## src/rtl/hyperspace_pkg.sv

```systemverilog
// Shared definitions for the HyperSpace GPIO streaming link: pad bit map,
// pad direction mask and the beat formats carried by the bridge FIFOs.
package hyperspace_pkg;

    localparam int PAD_W           = 38;
    localparam int PAD_IN_DATA_MSB = 37;
    localparam int PAD_IN_DATA_LSB = 30;
    localparam int PAD_IN_LAST     = 29;
    localparam int PAD_IN_VALID    = 28;
    localparam int PAD_IN_READY    = 27;
    localparam int PAD_OUT_READY   = 18;
    localparam int PAD_OUT_VALID   = 17;
    localparam int PAD_OUT_LAST    = 16;

    // Pads we drive (in_ready, out_valid, out_last, out_data) are 0; every other pad is an input.
    localparam logic [PAD_W-1:0] OEB_MASK = 38'h3F_F7FC_0000;

    typedef struct packed {
        logic       last;
        logic [7:0] data;
    } in_beat_t;

    typedef struct packed {
        logic        last;
        logic [15:0] data;
    } out_beat_t;

    // The host presents its byte MSB-first on the pads, i.e. bit i lands on pad 37-i.
    function automatic logic [7:0] bit_reverse8(input logic [7:0] d);
        logic [7:0] r;
        for (int i = 0; i < 8; i++) begin
            r[i] = d[7-i];
        end
        return r;
    endfunction

endpackage

```

## src/rtl/stream_fifo.sv

```systemverilog
// Synchronous first-word-fall-through FIFO with a registered ready; ready only
// rises once the FIFO has seen one full cycle out of reset.
module stream_fifo
    import hyperspace_pkg::*;
#(
    parameter int W     = 8,
    parameter int DEPTH = 4
) (
    input  logic         clock,
    input  logic         RSTB,
    input  logic         i_push,
    input  logic [W-1:0] i_data,
    output logic         o_ready,
    output logic         o_valid,
    output logic [W-1:0] o_data,
    input  logic         i_pop
);

    localparam int AW = $clog2(DEPTH);
    localparam logic [AW:0] FULL_COUNT = (AW+1)'(DEPTH);

    logic [W-1:0]  r_mem [DEPTH];
    logic [AW-1:0] r_wr_ptr;
    logic [AW-1:0] r_rd_ptr;
    logic [AW:0]   r_count;
    logic          r_ready;
    logic          r_alive;

    logic          w_push;
    logic          w_pop;
    logic [AW:0]   w_count_next;

    assign w_push       = i_push && r_ready;
    assign w_pop        = i_pop && (r_count != '0);
    assign w_count_next = r_count + {{AW{1'b0}}, w_push} - {{AW{1'b0}}, w_pop};

    // NOTE: sequential state uses non-blocking assignments so every register samples pre-edge values.
    always_ff @(posedge clock) begin
        if (RSTB) begin
            r_wr_ptr <= '0;
            r_rd_ptr <= '0;
            r_count  <= '0;
            r_ready  <= 1'b0;
            r_alive  <= 1'b0;
        end else begin
            r_alive <= 1'b1;
            r_ready <= r_alive && (w_count_next < FULL_COUNT);
            r_count <= w_count_next;
            if (w_push) r_wr_ptr <= r_wr_ptr + 1'b1;
            if (w_pop)  r_rd_ptr <= r_rd_ptr + 1'b1;
        end
    end

    // NOTE: storage is deliberately not reset; the pointers and count define which entries are live.
    always_ff @(posedge clock) begin
        if (w_push) r_mem[r_wr_ptr] <= i_data;
    end

    assign o_ready = r_ready;
    assign o_valid = (r_count != '0);
    assign o_data  = r_mem[r_rd_ptr];

endmodule

```

## src/rtl/gpio_stream_bridge.sv

```systemverilog
// Chip-side pad endpoint of the HyperSpace GPIO link: pad input stream to m_axis,
// s_axis result stream to pads, with per-direction status counters.
module gpio_stream_bridge
    import hyperspace_pkg::*;
#(
    parameter int IN_DEPTH  = 4,
    parameter int OUT_DEPTH = 4,
    parameter int CNT_W     = 16
) (
    input  logic             clock,
    input  logic             RSTB,
    input  logic [37:0]      io_in,
    output logic [37:0]      io_out,
    output logic [37:0]      io_oeb,
    output logic [7:0]       m_axis_tdata,
    output logic             m_axis_tlast,
    output logic             m_axis_tvalid,
    input  logic             m_axis_tready,
    input  logic [15:0]      s_axis_tdata,
    input  logic             s_axis_tlast,
    input  logic             s_axis_tvalid,
    output logic             s_axis_tready,
    output logic [CNT_W-1:0] in_beats,
    output logic [CNT_W-1:0] out_frames
);

    in_beat_t   w_in_wr;
    in_beat_t   w_in_rd;
    logic       w_in_ready;
    logic       w_in_xfer;

    out_beat_t  w_s_beat;
    out_beat_t  w_ofifo_head;
    logic       w_ofifo_ready;
    logic       w_ofifo_valid;
    logic       w_s_accept;
    logic       w_out_adv;
    logic       w_bypass;
    logic       w_out_xfer;
    logic [37:0] w_io_out;

    out_beat_t        r_out_beat;
    logic             r_out_valid;
    logic [CNT_W-1:0] r_in_beats;
    logic [CNT_W-1:0] r_out_frames;

    // Pads that carry nothing for this endpoint.
    logic w_unused_pad_bits;
    assign w_unused_pad_bits = ^{io_in[PAD_IN_READY:PAD_OUT_READY+1], io_in[PAD_OUT_VALID:0]};

    // Pad input -> core
    assign w_in_wr.data = bit_reverse8(io_in[PAD_IN_DATA_MSB:PAD_IN_DATA_LSB]);
    assign w_in_wr.last = io_in[PAD_IN_LAST];
    assign w_in_xfer    = io_in[PAD_IN_VALID] && w_in_ready;

    stream_fifo #(.W($bits(in_beat_t)), .DEPTH(IN_DEPTH)) u_in_fifo (
        .clock   (clock),
        .RSTB    (RSTB),
        .i_push  (io_in[PAD_IN_VALID]),
        .i_data  (w_in_wr),
        .o_ready (w_in_ready),
        .o_valid (m_axis_tvalid),
        .o_data  (w_in_rd),
        .i_pop   (m_axis_tready)
    );

    assign m_axis_tdata = w_in_rd.data;
    assign m_axis_tlast = w_in_rd.last;

    // Core -> pad output; a beat skips the FIFO when the FIFO is empty and the pad register can take it.
    assign w_s_beat.data = s_axis_tdata;
    assign w_s_beat.last = s_axis_tlast;
    assign w_s_accept    = s_axis_tvalid && w_ofifo_ready;
    assign w_out_adv     = !r_out_valid || io_in[PAD_OUT_READY];
    assign w_bypass      = w_s_accept && !w_ofifo_valid && w_out_adv;
    assign w_out_xfer    = r_out_valid && io_in[PAD_OUT_READY];

    stream_fifo #(.W($bits(out_beat_t)), .DEPTH(OUT_DEPTH)) u_out_fifo (
        .clock   (clock),
        .RSTB    (RSTB),
        .i_push  (s_axis_tvalid && !w_bypass),
        .i_data  (w_s_beat),
        .o_ready (w_ofifo_ready),
        .o_valid (w_ofifo_valid),
        .o_data  (w_ofifo_head),
        .i_pop   (w_out_adv)
    );

    assign s_axis_tready = w_ofifo_ready;

    always_ff @(posedge clock) begin
        if (RSTB) begin
            r_out_valid <= 1'b0;
            r_out_beat  <= '0;
        end else if (w_out_adv) begin
            if (w_ofifo_valid) begin
                r_out_valid <= 1'b1;
                r_out_beat  <= w_ofifo_head;
            end else if (w_s_accept) begin
                r_out_valid <= 1'b1;
                r_out_beat  <= w_s_beat;
            end else begin
                r_out_valid <= 1'b0;
            end
        end
    end

    always_ff @(posedge clock) begin
        if (RSTB) begin
            r_in_beats   <= '0;
            r_out_frames <= '0;
        end else begin
            if (w_in_xfer)                     r_in_beats   <= r_in_beats + 1'b1;
            if (w_out_xfer && r_out_beat.last) r_out_frames <= r_out_frames + 1'b1;
        end
    end

    assign in_beats   = r_in_beats;
    assign out_frames = r_out_frames;

    // NOTE: the whole vector gets a default first so no bit can infer a latch.
    always_comb begin
        w_io_out                = '0;
        w_io_out[PAD_IN_READY]  = w_in_ready;
        w_io_out[PAD_OUT_VALID] = r_out_valid;
        w_io_out[PAD_OUT_LAST]  = r_out_beat.last;
        w_io_out[15:0]          = r_out_beat.data;
    end

    assign io_out = w_io_out;
    assign io_oeb = OEB_MASK;

endmodule

```

## config.mk

```make
export PLATFORM = sky130hd
export DESIGN_NAME = gpio_stream_bridge
export DESIGN_NICKNAME = d
export VERILOG_FILES = /design/src/rtl/hyperspace_pkg.sv /design/src/rtl/stream_fifo.sv /design/src/rtl/gpio_stream_bridge.sv
export SDC_FILE = /design/constraint.sdc
export NUM_CORES = 1
export LEC_CHECK = 0
export BUFFER_PORTS_ARGS = -buffer_cell sky130_fd_sc_hd__buf_2
export CAP_MARGIN = 30
export CELL_PAD_IN_SITES_DETAIL_PLACEMENT = 1
export CELL_PAD_IN_SITES_GLOBAL_PLACEMENT = 2
export CORE_AREA = 2 2 148 150
export DETAILED_ROUTE_END_ITERATION = 8
export DIE_AREA = 0 0 150 152
export PLACE_DENSITY_LB_ADDON = 0.1
export SKIP_CTS_REPAIR_TIMING = 1
export SLEW_MARGIN = 10
export SYNTH_ARGS = -nofsm -noshare
export SYNTH_HDL_FRONTEND = slang
export SYNTH_SLANG_ARGS = --single-unit
```

## constraint.sdc

```tcl
create_clock -name clock -period 2.6 [get_ports clock]
set_input_delay 0.26 -clock clock [delete_from_list [all_inputs] [get_ports clock]]
set_output_delay 0.26 -clock clock [all_outputs]
set_load 0.01 [all_outputs]
```

==> impl_metrics.prom, run 1 <==
# TYPE chip_impl_metric gauge
chip_impl_info{name="run_status",value="finished, final reports clean"} 1
chip_impl_metric{name="timing.slew.headroom",unit="%"} 50.2
chip_impl_metric{name="cts.sinks",unit=""} 175
chip_impl_metric{name="hpwlAfterDp",unit="um"} 10100
chip_impl_info{name="cts_tree",value="yes"} 1
chip_impl_metric{name="largest_net_degree_at_the_start_of_global_routing",unit=""} 48
chip_impl_metric{name="postSynthRegisterBits",unit=""} 175
chip_impl_metric{name="cpPeakStageDelay",unit="ns"} 0.42
chip_impl_metric{name="internal-power",unit="mW"} 5.36
chip_impl_metric{name="pwr_density_cell",unit="mW/mm2"} 916
chip_impl_metric{name="nets",unit=""} 730
chip_impl_metric{name="finalCriticalPeriod",unit="ns"} 2.16
chip_impl_info{name="timing.critical_path.cells",value="nor3_2 -> buf_4 -> a21oi_1 -> ha_1 -> inv_1 -> fa_1 -> xnor2_1 -> xnor2_1 -> and2_1"} 1
chip_impl_metric{name="synth-edff-count",unit=""} 104
chip_impl_metric{name="clock-skew-final",unit="ns"} 0.0115
chip_impl_metric{name="vias",unit=""} 4409
chip_impl_metric{name="netlist_area",unit="mm2"} 0.00730
chip_impl_metric{name="antennaDiodeCount",unit=""} 0
chip_impl_metric{name="initial_core_util",unit="%"} 34.2
chip_impl_metric{name="leakage",unit="nW"} 3.19
chip_impl_metric{name="maxCapViolations",unit=""} 0
chip_impl_metric{name="worstPathMaxFanout",unit=""} 20
chip_impl_metric{name="clk_latency",unit="ns"} 0.42
chip_impl_metric{name="vias_in_the_first_global_route",unit=""} 4490
chip_impl_metric{name="place_congestion",unit=""} 0.672
chip_impl_info{name="synthFlopType",value="edfxtp_1"} 1
chip_impl_metric{name="power.sequential.fraction",unit="%"} 44.0
chip_impl_metric{name="die_h",unit="um"} 152
chip_impl_metric{name="comb_power_share",unit="%"} 23.9
chip_impl_metric{name="fp.dieW",unit="um"} 150
chip_impl_metric{name="footprint_of_the_multi_input_gates",unit="mm2"} 0.00238
chip_impl_metric{name="worst_ep_arrival_time",unit="ns"} 2.47
chip_impl_info{name="cp-start-kind",value="register"} 1
chip_impl_metric{name="post_route_total_power",unit="mW"} 7.75
chip_impl_metric{name="drc",unit=""} 0
chip_impl_metric{name="route.detailed.vias_per_inst",unit=""} 4.65
chip_impl_metric{name="detailedRoute.firstIterationViolations",unit=""} 139
chip_impl_metric{name="antenna_found_initial",unit=""} 1
chip_impl_info{name="cell_at_the_root_of_the_clock_tree",value="clkbuf_16"} 1
chip_impl_info{name="rsz0062_at_grt",value="no"} 1
chip_impl_metric{name="area_growth_syn_to_layout",unit="%"} 15.8
chip_impl_metric{name="power.share.clock",unit="%"} 32.1
chip_impl_metric{name="global_route.overflow_total",unit=""} 0
chip_impl_metric{name="worst_setup_hold_path_clk_slew",unit="ns"} 0.07
chip_impl_metric{name="post_drt_wl_per_cell",unit="um"} 16.4
chip_impl_metric{name="fillers",unit=""} 2315
chip_impl_metric{name="worst_pin_slew",unit="ns"} 0.747
chip_impl_metric{name="synth_cell_type_count",unit=""} 37
chip_impl_metric{name="core_region_area",unit="mm2"} 0.0214
chip_impl_info{name="cpMaxStageDelayCell",value="dfxtp_1"} 1
chip_impl_metric{name="synthesis.yosys.warnings",unit=""} 0
chip_impl_metric{name="totalWireLength",unit="um"} 15600
chip_impl_metric{name="share_of_flip_flops_with_an_asynchronous_set_or_reset",unit="%"} 0
chip_impl_metric{name="avgSynthCellArea",unit="um2"} 13.1
chip_impl_metric{name="timing.critical_path.required",unit="ns"} 2.91
chip_impl_metric{name="fmax",unit="MHz"} 462
chip_impl_metric{name="switchingPower",unit="mW"} 2.39
chip_impl_metric{name="max-vdd-ir-drop",unit="mV"} 0.451
chip_impl_metric{name="post_drt_antenna_nets",unit=""} 0
chip_impl_metric{name="grt_pass1_wl",unit="um"} 24500
chip_impl_metric{name="final-setup-viol-count",unit=""} 0
chip_impl_metric{name="final_report_hold_violation_count",unit=""} 0
chip_impl_metric{name="drv_slew",unit=""} 0
chip_impl_metric{name="rows",unit=""} 54
chip_impl_metric{name="grt_util_all_layers",unit="%"} 13.9
chip_impl_metric{name="total_cts_buffers",unit=""} 17
chip_impl_metric{name="seqCellArea",unit="mm2"} 0.00454
chip_impl_metric{name="timing.setup.tns",unit="ns"} 0
chip_impl_metric{name="cts-root-to-sink-buffers",unit=""} 2
chip_impl_metric{name="dieArea",unit="mm2"} 0.0228
chip_impl_metric{name="swShare",unit="%"} 30.9
chip_impl_metric{name="synth_seq_area_share",unit="%"} 62.2
chip_impl_info{name="critical-path-top-cell-by-count",value="xnor2_1"} 1
chip_impl_metric{name="place.port_buffers",unit=""} 93
chip_impl_metric{name="finalCritPeriodShare",unit="%"} 83.2
chip_impl_info{name="setup.worst_path.class",value="reg2reg"} 1
chip_impl_metric{name="h_tree_depth_reported_by_cts",unit=""} 4
chip_impl_metric{name="drive_above_1_share",unit="%"} 25.0
chip_impl_info{name="critical_path.endpoint_type",value="register"} 1
chip_impl_metric{name="syn_inst_count",unit=""} 559
chip_impl_info{name="worstHoldPathType",value="in2reg"} 1
chip_impl_metric{name="drt_first_pass_iters",unit=""} 4
chip_impl_metric{name="ioPinCount",unit=""} 178
through the flow:
step / hold slack [ns] / util (%) / worst slack [ns] / std cells / instance area, um2
6_report: 0.0547 / 39.6 / 0.436 / 948 / 8460
5_1_grt: 0.0372 / 39.6 / 0.239 / 948 / 8460
4_1_cts: 0.0382 / 39.6 / 0.365 / 948 / 8460
3_5_place_dp: 0.445 / 36.9 / 0.411 / 916 / 7880
3_3_place_gp: 0.448 / 36.9 / 0.474 / 916 / 7880
2_1_floorplan: 0.359 / - / 0.307 / 614 / 7510
state kept, by name, indices dropped and copies added (netlist names), 3 cells and up, named ones only:
name	cells
u_out_fifo.r_mem	68
u_in_fifo.r_mem	36
io_out	17
in_beats	16
out_frames	16
u_in_fifo.r_count	3
u_out_fifo.r_count	3
cell type report:
class,instances,area share [%]
inverter,16,0.710
clock inverter,14,1.80
timing repair buffer,104,6.48
multi-input combinational,341,28.1
tap,280,4.14
clock buffer,18,5.07
sequential,175,53.7
placed cells by master (no fill, tap or decap), types with 10 or more instances in the layout:
master,Yosys,layout
a21oi_1,14,13
a31oi_1,18,18
buf_2,3,93
buf_4,60,11
clkbuf_16,0,17
conb_1,2,57
dfxtp_1,71,71
edfxtp_1,104,104
ha_1,14,14
inv_1,15,15
mux4_2,26,26
nand2_1,50,50
nand3_1,10,10
nand4_1,10,10
nor2_1,34,34
o21ai_0,25,25
xnor2_1,17,17
xor2_1,13,13
power by group through the flow:
| stage | combinational, mW | clock, mW | sequential [mW] |
|---|---|---|---|
| final | 1.85 | 2.49 | 3.41 |
| after global routing | 2.08 | 2.69 | 3.45 |
| after CTS | 1.91 | 2.57 | 3.42 |
| after detailed placement | 1.89 | 0 | 3.48 |
| after global placement | 1.87 | 0 | 3.47 |
| after floorplan | 1.34 | 0 | 3.44 |
synth_stat cells, types with 2 or more instances:
cell / n / area (um2)
mux2i_1: 2 / 20.0
and3_1: 9 / 56.3
a21oi_1: 14 / 70.1
nor4_1: 2 / 12.5
clkbuf_1: 12 / 45.0
and4_1: 3 / 26.3
buf_1: 6 / 22.5
nand4_1: 10 / 62.6
edfxtp_1: 104 / 3120
nor2_1: 34 / 128
ha_1: 14 / 175
mux4_2: 26 / 586
buf_2: 3 / 15.0
o31ai_1: 2 / 15.0
or4_1: 2 / 15.0
buf_4: 60 / 450
dfxtp_1: 71 / 1420
a31oi_1: 18 / 113
xnor2_1: 17 / 149
fa_1: 2 / 40.0
o21ai_0: 25 / 125
nor3_1: 5 / 25.0
nand3_1: 10 / 50.1
inv_1: 15 / 56.3
or3_1: 9 / 56.3
or3_2: 2 / 15.0
xor2_1: 13 / 114
and2_1: 7 / 43.8
conb_1: 2 / 7.51
nor2b_1: 4 / 25.0
nand2_1: 50 / 188
metal layers:
metal	GRT usage, %	share of wire (%)	vias up
met1	18.0	45	2214
met5	0	0	-
met2	23.4	50	98
met3	3.06	3.9	9
li1	-	-	2088
met4	4.31	0.95	0
worst max-delay path, delay by kind of cell (launching register included):
family	cells	cell delay, ns
AOI/OAI and AO/OA	1	0.25
xor gates and xnor gates	2	0.31
adders and majority gates	2	0.56
buffers and inverters	2	0.29
DFF	1	0.42
and+or+nand+nor	2	0.24
worst paths after layout:
kind	start	end	slack [ns]	cells after the start
setup / recovery	u_out_fifo.r_count[1]$_SDFF_PP0_	u_out_fifo.r_count[2]$_SDFF_PP0_	0.44	9
hold / removal	io_in[29]	u_in_fifo.r_mem[3][8]$_DFFE_PP_	0.05	1
setup reg to reg	u_out_fifo.r_count[1]$_SDFF_PP0_	u_out_fifo.r_count[2]$_SDFF_PP0_	0.44	9
hold reg to reg	u_in_fifo.r_alive$_DFF_P_	u_out_fifo.o_ready$_SDFF_PP0_	0.46	2
cells by family (layout without fill, tap and decap cells):
logic type | Yosys count | after routing | synth area share (%)
AO/OA/AOI/OAI | 60 | 60 | 4.54
XOR/XNOR | 30 | 30 | 3.60
adder cells (fa/ha/maj) | 16 | 16 | 2.95
buffers and inverters | 98 | 152 | 8.19
flip-flops | 175 | 175 | 62.2
multiplexers | 28 | 28 | 8.29
other | 2 | 57 | 0.103
AND/OR/NAND/NOR | 150 | 150 | 10.1
Note: power is estimated with default switching activity, not from simulation.
==> run 2: changes to the inputs <==
--- a/config.mk
+++ b/config.mk
@@ -5,13 +5,14 @@
 export SDC_FILE = /design/constraint.sdc
 export NUM_CORES = 1
 export LEC_CHECK = 0
+export ABC_AREA = 1
 export BUFFER_PORTS_ARGS = -buffer_cell sky130_fd_sc_hd__buf_2
 export CAP_MARGIN = 30
 export CELL_PAD_IN_SITES_DETAIL_PLACEMENT = 1
 export CELL_PAD_IN_SITES_GLOBAL_PLACEMENT = 2
-export CORE_AREA = 2 2 148 150
+export CORE_AREA = 2 2 161 163
 export DETAILED_ROUTE_END_ITERATION = 8
-export DIE_AREA = 0 0 150 152
+export DIE_AREA = 0 0 163 165
 export PLACE_DENSITY_LB_ADDON = 0.1
 export SKIP_CTS_REPAIR_TIMING = 1
 export SLEW_MARGIN = 10
==> constraint.sdc (replaced) <==
create_clock -name clock -period 2.1 [get_ports clock]
set_input_delay 0.21 -clock clock [delete_from_list [all_inputs] [get_ports clock]]
set_output_delay 0.21 -clock clock [all_outputs]
set_load 0.01 [all_outputs]
==> impl_metrics.prom, run 2 <==
# TYPE chip_impl_metric gauge
chip_impl_info{name="biggest_register",value="u_out_fifo.r_mem"} 1
chip_impl_metric{name="timing.slew.headroom",unit="%"} 64.4
chip_impl_info{name="synth_area_leaders",value="edfxtp_1 39%, dfxtp_1 18%, nand2_1 9.1%"} 1
chip_impl_info{name="yosysMostFrequentCell",value="nand2_1"} 1
chip_impl_metric{name="timing.reg2reg.setup_slack",unit="ns"} 0.08
chip_impl_metric{name="fp.dieW",unit="um"} 163
chip_impl_metric{name="worst_pin_slew",unit="ns"} 0.534
chip_impl_metric{name="vias",unit=""} 5738
chip_impl_metric{name="post_drt_antenna_nets",unit=""} 0
chip_impl_metric{name="route.detailed.vias_per_inst",unit=""} 4.29
chip_impl_metric{name="final_cell_count_no_fill",unit=""} 1338
chip_impl_info{name="yosys-top-cells-count",value="193 x nand2_1, 142 x nor2_1, 104 x edfxtp_1, 103 x inv_1, 71 x dfxtp_1"} 1
chip_impl_metric{name="drive_above_1_share",unit="%"} 19.0
chip_impl_metric{name="area_growth_syn_to_layout",unit="%"} 18.7
chip_impl_info{name="run_status",value="finished, final reports clean"} 1
chip_impl_metric{name="finalCritPeriodShare",unit="%"} 96.0
chip_impl_info{name="cell_at_the_root_of_the_clock_tree",value="clkbuf_16"} 1
chip_impl_metric{name="seqCellArea",unit="mm2"} 0.00455
chip_impl_metric{name="avgSynthCellArea",unit="um2"} 9.06
chip_impl_metric{name="timing.critical_path.required",unit="ns"} 2.46
chip_impl_metric{name="totalWireLength",unit="um"} 18700
chip_impl_metric{name="footprint_of_the_multi_input_gates",unit="mm2"} 0.00269
chip_impl_metric{name="rows",unit=""} 58
chip_impl_metric{name="syn_inst_count",unit=""} 876
chip_impl_metric{name="die_h",unit="um"} 165
chip_impl_metric{name="h_tree_depth_reported_by_cts",unit=""} 4
chip_impl_metric{name="layout_setup_ws",unit="ns"} 0.0836
chip_impl_metric{name="post_route_total_power",unit="mW"} 10.9
chip_impl_metric{name="largest_register_ffs",unit=""} 68
chip_impl_metric{name="synthesis.yosys.warnings",unit=""} 0
chip_impl_metric{name="final-setup-viol-count",unit=""} 0
chip_impl_metric{name="worst_ep_arrival_time",unit="ns"} 2.37
chip_impl_metric{name="drv_slew",unit=""} 0
chip_impl_metric{name="placedCellCount",unit=""} 1300
chip_impl_metric{name="antennaDiodeCount",unit=""} 0
chip_impl_metric{name="cts.sinks",unit=""} 175
chip_impl_info{name="setup.worst_path.class",value="reg2reg"} 1
chip_impl_metric{name="largest_net_degree_at_the_start_of_global_routing",unit=""} 39
chip_impl_metric{name="postSynthRegisterBits",unit=""} 175
chip_impl_metric{name="hpwlAfterDp",unit="um"} 12500
chip_impl_metric{name="post_drt_wl_per_cell",unit="um"} 14.0
chip_impl_metric{name="maxCapViolations",unit=""} 0
chip_impl_metric{name="antenna_found_initial",unit=""} 0
chip_impl_metric{name="clk_latency",unit="ns"} 0.43
chip_impl_metric{name="drc",unit=""} 0
chip_impl_metric{name="synth_cell_type_count",unit=""} 33
chip_impl_metric{name="place_congestion",unit=""} 0.708
chip_impl_metric{name="worst_setup_hold_path_clk_slew",unit="ns"} 0.07
chip_impl_info{name="worstHoldPathType",value="in2reg"} 1
chip_impl_metric{name="detailedRoute.firstIterationViolations",unit=""} 218
chip_impl_metric{name="grt_pass1_wl",unit="um"} 30300
chip_impl_metric{name="cts-root-to-sink-buffers",unit=""} 2
chip_impl_info{name="critical_path.endpoint_type",value="register"} 1
chip_impl_metric{name="vias_in_the_first_global_route",unit=""} 5742
chip_impl_metric{name="initial_core_util",unit="%"} 31.7
chip_impl_metric{name="synth_seq_area_share",unit="%"} 57.3
chip_impl_info{name="mostFrequentLayoutCells",value="191 x nand2_1, 141 x nor2_1, 104 x edfxtp_1, 98 x inv_1, 93 x buf_2"} 1
chip_impl_metric{name="total_cts_buffers",unit=""} 17
chip_impl_metric{name="dieArea",unit="mm2"} 0.0269
chip_impl_metric{name="place.port_buffers",unit=""} 93
chip_impl_metric{name="fmax",unit="MHz"} 496
chip_impl_metric{name="fillers",unit=""} 2930
chip_impl_metric{name="worstPathMaxFanout",unit=""} 2
chip_impl_metric{name="share_of_flip_flops_with_an_asynchronous_set_or_reset",unit="%"} 0
chip_impl_info{name="yosys.area.top_type",value="edfxtp_1"} 1
chip_impl_metric{name="netlist_area",unit="mm2"} 0.00794
chip_impl_metric{name="final_report_hold_violation_count",unit=""} 0
chip_impl_metric{name="synth_largest_type_area_fraction",unit="%"} 39.3
chip_impl_info{name="rsz0062_at_grt",value="yes"} 1
chip_impl_metric{name="leakage",unit="nW"} 4.05
chip_impl_metric{name="max-vdd-ir-drop",unit="mV"} 0.472
chip_impl_info{name="synthFlopType",value="edfxtp_1"} 1
chip_impl_info{name="cp-start-kind",value="register"} 1
chip_impl_metric{name="pre_cts_slack",unit="ns"} -0.0294
chip_impl_metric{name="core_region_area",unit="mm2"} 0.0250
chip_impl_metric{name="global_route.overflow_total",unit=""} 0
chip_impl_metric{name="ioPinCount",unit=""} 178
chip_impl_metric{name="clock-skew-final",unit="ns"} 0.0144
chip_impl_metric{name="synth-edff-count",unit=""} 104
chip_impl_metric{name="pwr_density_cell",unit="mW/mm2"} 1160
chip_impl_metric{name="drt_first_pass_iters",unit=""} 4
chip_impl_info{name="mostFrequentLayoutCell",value="nand2_1"} 1
chip_impl_metric{name="finalCriticalPeriod",unit="ns"} 2.02
chip_impl_metric{name="grt_util_all_layers",unit="%"} 14.7
chip_impl_metric{name="nets",unit=""} 1070
chip_impl_info{name="cts_tree",value="yes"} 1
[run 2: final cells by class]
type | count | share of cell area, %
Timing Repair Buffer | 129 | 8.10
Tap cell | 330 | 4.38
Sequential cell | 175 | 48.2
Clock inverter | 15 | 1.81
Inverter | 107 | 4.42
Multi-Input combinational cell | 565 | 28.5
Clock buffer | 17 | 4.51
[run 2: cells by family after synthesis]
kind of cell | share of synthesized area (%)
other cells | 0.0946
compound gates | 6.13
flops | 57.3
xor+xnor | 0.662
buf+inv | 12.2
fa+ha+maj | 2.71
simple gates | 20.9
[run 2: critical path, cell delays in order (launching register included)]
cell	delay, ns
dfxtp_2	0.33
nor2_4	0.12
nand2_4	0.06
nand2_4	0.07
inv_4	0.04
ha_4	0.21
inv_4	0.05
ha_4	0.12
inv_2	0.03
fa_2	0.39
xnor2_2	0.17
xor2_1	0.20
nand2_1	0.07
nor2_1	0.10
[run 2: worst paths after layout]
| path | start | cells past startpoint | to |
|---|---|---|---|
| worst max-delay path | u_out_fifo.r_count[1]$_SDFF_PP0_ | 13 | u_out_fifo.o_ready$_SDFF_PP0_ |
| worst min-delay path | s_axis_tdata[14] | 1 | u_out_fifo.r_mem[1][14]$_DFFE_PP_ |
| worst max register to register | u_out_fifo.r_count[1]$_SDFF_PP0_ | 13 | u_out_fifo.o_ready$_SDFF_PP0_ |
| worst min register to register | u_in_fifo.r_alive$_DFF_P_ | 2 | u_out_fifo.o_ready$_SDFF_PP0_ |
[run 2: stage by stage]
| stage | hold slack [ns] | instance area, um2 | util [%] | setup TNS (ns) |
|---|---|---|---|---|
| after CTS | -0.0216 | 9300 | 37.1 | -0.119 |
| after floorplan | 0.309 | 8140 | - | 0 |
| after detailed placement | 0.431 | 8700 | 34.7 | -0.0394 |
| after global routing | 0.00233 | 9430 | 37.6 | -0.0439 |
| after global placement | 0.427 | 8700 | 34.7 | 0 |
| final | 0.0144 | 9430 | 37.6 | 0 |
[run 2: layer usage]
layer | share of wire [%] | global-route usage, % | up-vias
met5 | 0 | 0 | -
met4 | 0.84 | 3.74 | 0
met3 | 3.6 | 3.19 | 11
met2 | 49 | 25.1 | 119
met1 | 47 | 19.1 | 2678
li1 | - | - | 2930
[run 2: power by group]
group / internal, mW / switching [mW] / total, mW / leakage, nW
combinational: 1.27 / 2.33 / 3.60 / 2.24
sequential: 3.98 / 0.175 / 4.16 / 1.52
clock: 1.70 / 1.46 / 3.16 / 0.284
total: 6.95 / 3.97 / 10.9 / 4.05
